## config.mk

```make
export PLATFORM = sky130hd
export DESIGN_NAME = dram_ctrl
export DESIGN_NICKNAME = d
export VERILOG_FILES = /design/src/rtl/dram_ctrl.sv
export SDC_FILE = /design/constraint.sdc
export NUM_CORES = 1
export LEC_CHECK = 0
export CORE_MARGIN = 4
export CORE_UTILIZATION = 36
export CTS_CLUSTER_DIAMETER = 100
export DETAILED_ROUTE_END_ITERATION = 10
export PLACE_DENSITY_LB_ADDON = 0.3
export SETUP_SLACK_MARGIN = 0.3
export SLEW_MARGIN = 10
export SYNTH_ARGS = -nofsm -noshare
export SYNTH_HDL_FRONTEND = slang
export SYNTH_SLANG_ARGS = --single-unit
```

## constraint.sdc

```tcl
create_clock -name clk -period 1.5 [get_ports clk]
set_input_delay 0.45 -clock clk [delete_from_list [all_inputs] [get_ports clk]]
set_output_delay 0.45 -clock clk [all_outputs]
set_load 0.02 [all_outputs]
```

## src/rtl/dram_ctrl.sv

```systemverilog
// dram_ctrl: requester-side controller for a 4x72 DRAM word store.
// Takes read/write requests on a valid/ready port and drives the DRAM
// address/dataIN/Write_ReadCOMP strobe. Writes are posted. Reads wait a fixed
// latency and return data on a valid/ready response port.
// Optional feature macro: PARITY_EN. When defined, user data is 64 bits and
// each byte is stored with an even-parity bit in the 72-bit word. Read data is
// checked and returned uncorrected, with rsp_err flagged.
module dram_ctrl #(
  parameter int ADDR_W = 2,
  parameter int DATA_W = 72,
  parameter int RD_LAT = 1
`ifdef PARITY_EN
  , localparam int UW = 64
`else
  , localparam int UW = DATA_W
`endif
) (
  input  logic              clk,
  input  logic              rst_n,
  input  logic              req_valid,
  output logic              req_ready,
  input  logic              req_we,
  input  logic [ADDR_W-1:0] req_addr,
  input  logic [UW-1:0]     req_wdata,
  output logic              rsp_valid,
  input  logic              rsp_ready,
  output logic [UW-1:0]     rsp_rdata,
  output logic              rsp_err,
  output logic              busy,
  output logic [ADDR_W-1:0] mem_address,
  output logic [DATA_W-1:0] mem_dataIN,
  output logic              mem_Write_ReadCOMP,
  input  logic [DATA_W-1:0] mem_dataOUT
);

  // Counter must hold RD_LAT. mem_address is registered at accept, so the
  // DRAM only sees the address one edge later. The wait is therefore RD_LAT
  // edges, and the data capture happens on the edge after that.
  localparam int CNT_W = (RD_LAT < 1) ? 1 : $clog2(RD_LAT + 1);

  typedef enum logic [1:0] {
    IDLE = 2'd0,
    WR   = 2'd1,
    RD   = 2'd2,
    RESP = 2'd3
  } ctrlStateT;

  ctrlStateT        state;
  ctrlStateT        stateNext;
  logic [CNT_W-1:0] rdCnt;
  logic             acceptReq;
  logic             rdDone;

  // Word written to the DRAM, and data/error derived from the DRAM word
  logic [DATA_W-1:0] wrWord;
  logic [UW-1:0]     rdData;
  logic              rdErr;

`ifdef PARITY_EN
  logic [7:0] laneErr;

  // Byte lane gi sits in bits [9gi+7:9gi] with its even-parity bit at 9gi+8
  for (genvar gi = 0; gi < 8; gi++) begin : gLane
    assign wrWord[9*gi +: 8] = req_wdata[8*gi +: 8];
    assign wrWord[9*gi + 8]  = ^req_wdata[8*gi +: 8];
    assign rdData[8*gi +: 8] = mem_dataOUT[9*gi +: 8];
    assign laneErr[gi]       = ^mem_dataOUT[9*gi +: 9];
  end

  assign rdErr = |laneErr;
`else
  assign wrWord = DATA_W'(req_wdata);
  assign rdData = mem_dataOUT;
  assign rdErr  = 1'b0;
`endif

  assign acceptReq = (state == IDLE) && req_valid && req_ready;
  assign rdDone    = (state == RD) && (rdCnt == '0);

  // State register
  always_ff @(posedge clk or negedge rst_n) begin
    if (!rst_n) begin
      state <= IDLE;
    end else begin
      state <= stateNext;
    end
  end

  // Next-state logic
  always_comb begin
    stateNext = state;
    case (state)
      IDLE: begin
        if (acceptReq) begin
          stateNext = req_we ? WR : RD;
        end
      end
      WR: begin
        stateNext = IDLE;
      end
      RD: begin
        if (rdDone) begin
          stateNext = RESP;
        end
      end
      RESP: begin
        if (rsp_valid && rsp_ready) begin
          stateNext = IDLE;
        end
      end
      default: begin
        stateNext = IDLE;
      end
    endcase
  end

  // Registered status flags and strobe, decoded from the state being entered
  always_ff @(posedge clk or negedge rst_n) begin
    if (!rst_n) begin
      req_ready          <= 1'b1;
      busy               <= 1'b0;
      rsp_valid          <= 1'b0;
      mem_Write_ReadCOMP <= 1'b0;
    end else begin
      req_ready          <= (stateNext == IDLE);
      busy               <= (stateNext != IDLE);
      rsp_valid          <= (stateNext == RESP);
      mem_Write_ReadCOMP <= (stateNext == WR);
    end
  end

  // Latch address/data on accept. Address and data are held until the next accept.
  always_ff @(posedge clk or negedge rst_n) begin
    if (!rst_n) begin
      mem_address <= '0;
      mem_dataIN  <= '0;
    end else if (acceptReq) begin
      mem_address <= req_addr;
      if (req_we) begin
        mem_dataIN <= wrWord;
      end
    end
  end

  // Read latency counter: loaded on accept, counts down while in RD
  always_ff @(posedge clk or negedge rst_n) begin
    if (!rst_n) begin
      rdCnt <= '0;
    end else if (acceptReq && !req_we) begin
      rdCnt <= CNT_W'(RD_LAT);
    end else if ((state == RD) && (rdCnt != '0)) begin
      rdCnt <= rdCnt - CNT_W'(1);
    end
  end

  // Capture response data. It is held stable through the RESP stall.
  always_ff @(posedge clk or negedge rst_n) begin
    if (!rst_n) begin
      rsp_rdata <= '0;
      rsp_err   <= 1'b0;
    end else if (rdDone) begin
      rsp_rdata <= rdData;
      rsp_err   <= rdErr;
    end
  end

endmodule
```

# After elaboration in Yosys (flattened, before gate mapping)

Cells that the tools add are included.

Input port bits: 151
Logic and storage cells: 35
Memories: 0
Bits in writable memories: 0
ROM bits: 0
Output and inout port bits: 151
Latch bits: 0
Bits in registers: 153

Reduce and logical (&&, ||, !) cells: 12
Mux-type cells: 7
Bitwise logic cells: 1
Multipliers: 0
Shift-type cells: 0
Div/mod/pow operators: 0
$lt $le $gt $ge: 0
Add/sub/neg operators: 1
Equal/unequal tests: 5

Operator list:

| kind                                          | count |
|---|---|
| two-way mux 2 bit                             | 4 |
| case mux 2 bit (4 select lines)               | 1 |
| == test 2 bit, second input constant          | 3 |
| logical AND 1 bit                             | 6 |
| == test 2 x 1 -> 1 bit, second input constant | 2 |
| zero test 2 bit                               | 2 |
| nonzero test 2 bit                            | 2 |
| two-way mux 1 bit                             | 2 |
| AND reduction 2 bit                           | 1 |
| zero test 1 bit                               | 1 |
| NOT 1 bit                                     | 1 |
| subtractor 1 bit, second input constant       | 1 |

# Logic depth before layout (Yosys ltp)

Depth in word-level cells: 6
Mapped depth: 5
Gate-level depth less buffers: 3

# Worst setup path before layout

Ideal clock, no wire load.

Kind: register to register
Start point: reg req_ready
End point: reg mem_dataIN[34]
Slack: -127 ps
Stages on the path, launching flop included: 6
Library setup time: 125 ps
Data arrival time: 1502 ps
Buffers on the path: 2
Path through: dfstp_2 > and4bb_4 > nand2_2 > buf_6 > buf_8 > mux2_4

Word-level cells in the longest chain between the ends: 2

RTL lines:

| item                                 | line | text |
|---|---|---|
| from (decl)                          | 21   | `output logic req_ready,` |
| from (signal assigned)               | 125  | `req_ready <= (stateNext == IDLE);` |
| logical AND 1 bit                    | 77   | `assign acceptReq = (state == IDLE) && req_valid && req_ready;` |
| AND reduction 2 bit (no source line) | n/a  |  |
| to (signal assigned)                 | 140  | `mem_dataIN <= wrWord;` |
| to (decl)                            | 31   | `output logic [DATA_W-1:0] mem_dataIN,` |

Every way passes these cells.
A chain may end at the register's enable or synchronous reset.

# Final worst setup path

Start point: reg req_ready
End point: reg mem_dataIN[64]

The elaborated chain is that of the path after synthesis.

==> metrics.cfg <==
[clock_tree]
cts-buffers-inserted = 17
cts_tree = built
htreeDepth = 4
clk_pin_slew_worst_paths_ns = 0.06
clock_path_buffers = 2
root_buffer = clkbuf_16
clk_latency_ns = 0.42
cts.sinks = 153

[synth]
ys.flop_type = dfrtp_1
syn_area_um2 = 5970
yosysSeqAreaShare = 0.642
synthArstFlopShare = 1.00
syn_nets = 484
yosys_warnings = 0
postSynthCellCount = 333
synth-edff-count = 0
avgSynthCellArea_um2 = 17.9
yosys.cell_types.count = 22
ys_seq_elements = 153

[critical_path]
crit_path_start_kind = flop
cp_max_fo = 23
crit_path_top_delay_cell = dfstp_2
reg2reg_to = mem_dataIN[64]
critPathBufInv = 1
worstReg2RegStart = req_ready
worstPathArrival_ns = 1.89
crit_start = req_ready
worstSetupPathType = reg2reg
path_cells = and4bb_4, nand2_8, buf_12, mux2_4
r2r_cells = 4
cp.required_ns = 1.80
crit_family = flip-flops
r2r_setup_slack_ns = -0.09
critPathCaptureType = flop
slowest_delay_ns = 0.56

[flow_run]
cap_violations = 0

[drt]
drt-total-wl_mm = 18.8
drtIter0Drc = 121
vias = 4455
vias_per_cell = 4.44
routedWlPerCell_um = 18.8
ant_nets = 0
dr.pass1.iters = 4
drc = 0

[floorplan]
die_area_um2 = 18700
rows = 46
initial_core_util = 0.372
io_pins = 302
coreArea_um2 = 16100
dieWidth_um = 137
dieHeight_um = 137

[cells_and_area]
diodes = 0
layout_commonest_cell = buf_6
final_nets = 925
mostFrequentLayoutCells = buf_6 (154), dfrtp_1 (152), clkdlybuf4s50_1 (149)
n_fill_cell = 1007
design_area_um2 = 11600
drive_above_1_share = 0.597
syn2layout_area_growth_pct = 93.8

[sta]
fin_crit_ns = 1.59
fmax_ghz = 0.629
setup_viol = 141
fin_hold_ws_ns = 0.453
rsz0062_at_grt = yes
hold_viol = 0
finalWorstSetupSlack_ns = -0.0891
drv_slew = 0
fin_tns_setup_ns = -5.47
fin_skew_ns = 0.00768
finalCritPeriodShare = 1.06

[grt]
grt_max_degree = 44
first_global_vias = 4943
antenna_found_initial = 0
grt_pass1_wl_mm = 26.9
track_usage = 0.189
grt_remaining_overflow = 0

[power]
p_total_w = 0.0288
cellPowerDensity_nw_per_um2 = 2490
p_leak_nw = 5.64
max-vdd-ir-drop_mv = 1.32

[place]
placed_area_um2 = 9630
gp_congestion = 0.755
dpl.hpwl_mm = 12.4
place.port_buffers = 300

[status]
status = complete, but fails checks
violations = setup timing

[worst_hold_path]
holdCritPathClass = in2async

[worst reg2reg max path, stage by stage, from the launching register on]
cell	delay, ns
dfstp_2	0.56
and4bb_4	0.29
nand2_8	0.10
buf_12	0.20
mux2_4	0.33
[area by class of cell]
class	instances	area (µm²)	area share
Clock inverter	10	166	0.0144
Inverter	2	7.51	0.000649
Timing Repair Buffer	438	4560	0.394
Tap cell	216	270	0.0234
Multi-Input combinational cell	162	2260	0.195
Clock buffer	22	474	0.0410
Sequential cell	153	3830	0.331
[routing by layer]
| layer | track usage | vias to the layer above | routed length (µm) |
|---|---|---|---|
| met5 | 0 | - | 0 |
| met4 | 0.0767 | 0 | 516 |
| met3 | 0.0640 | 35 | 1300 |
| met2 | 0.338 | 190 | 10200 |
| met1 | 0.204 | 2191 | 6850 |
| li1 | - | 2039 | - |
[per-stage QoR]
stage          utilization  setup slack, ns  cells
2_1_floorplan            -           -0.115    333
3_3_place_gp         0.600           -0.440    853
3_5_place_dp         0.600           -0.473    853
4_1_cts              0.686          -0.0707    949
5_1_grt              0.720           -0.116   1003
6_report             0.720          -0.0891   1003
[sequential cells by signal, indices dropped and copies added (netlist names)]
signal and count:
busy 1, mem_Write_ReadCOMP 1, mem_address 2, mem_dataIN 72, rdCnt 1, req_ready 1, rsp_rdata 72, rsp_valid 1
state 2
[Yosys cell counts (2+ instances only)]
| cell type | n | area share |
|---|---|---|
| buf_12 | 5 | 0.017 |
| o21ai_0 | 2 | 0.0017 |
| buf_2 | 8 | 0.0067 |
| nand3_1 | 2 | 0.0017 |
| nand2b_1 | 3 | 0.0031 |
| mux2_1 | 7 | 0.013 |
| nand2_1 | 2 | 0.0013 |
| mux2_2 | 81 | 0.15 |
| mux2_4 | 58 | 0.15 |
| inv_1 | 2 | 0.0013 |
| dfrtp_1 | 152 | 0.64 |
[repair_timing]
item	in CTS	in global routing
setup buffers	62	46
gates resized for setup	913	8
hold buffers	1	0
hold endpoints to repair	15	0
gates cloned	1	8
endpoints found under the setup margin	297	298
[how the worst max path moves through the flow]
| stage | slack, ns | cells after the start | endpoint |
|---|---|---|---|
| 3_3_place_gp | -0.44 | 5 | mem_dataIN[42] |
| 3_5_place_dp | -0.47 | 5 | mem_dataIN[53] |
| 2_1_floorplan | -0.11 | 5 | mem_dataIN[34] |
| 4_1_cts | -0.07 | 1 | req_ready |
| 6_report | -0.09 | 4 | mem_dataIN[64] |
| 5_1_grt | -0.12 | 4 | mem_dataIN[64] |
[power by group]
group / switching [W] / internal [W] / leakage [nW]
Combinational: 0.00609 / 0.0102 / 3.51
Clock: 0.00168 / 0.00293 / 0.307
Sequential: 0.00162 / 0.00627 / 1.83
[cells by family after synthesis]
logic type,after synthesis,synth area share
DFF,153,0.642
other,1,0.000628
muxes,146,0.312
AOI/OAI and AO/OA,3,0.00252
and+or+nand+nor,12,0.0126
buffers and inverters,18,0.0304
(Power assumes the default switching activity.)
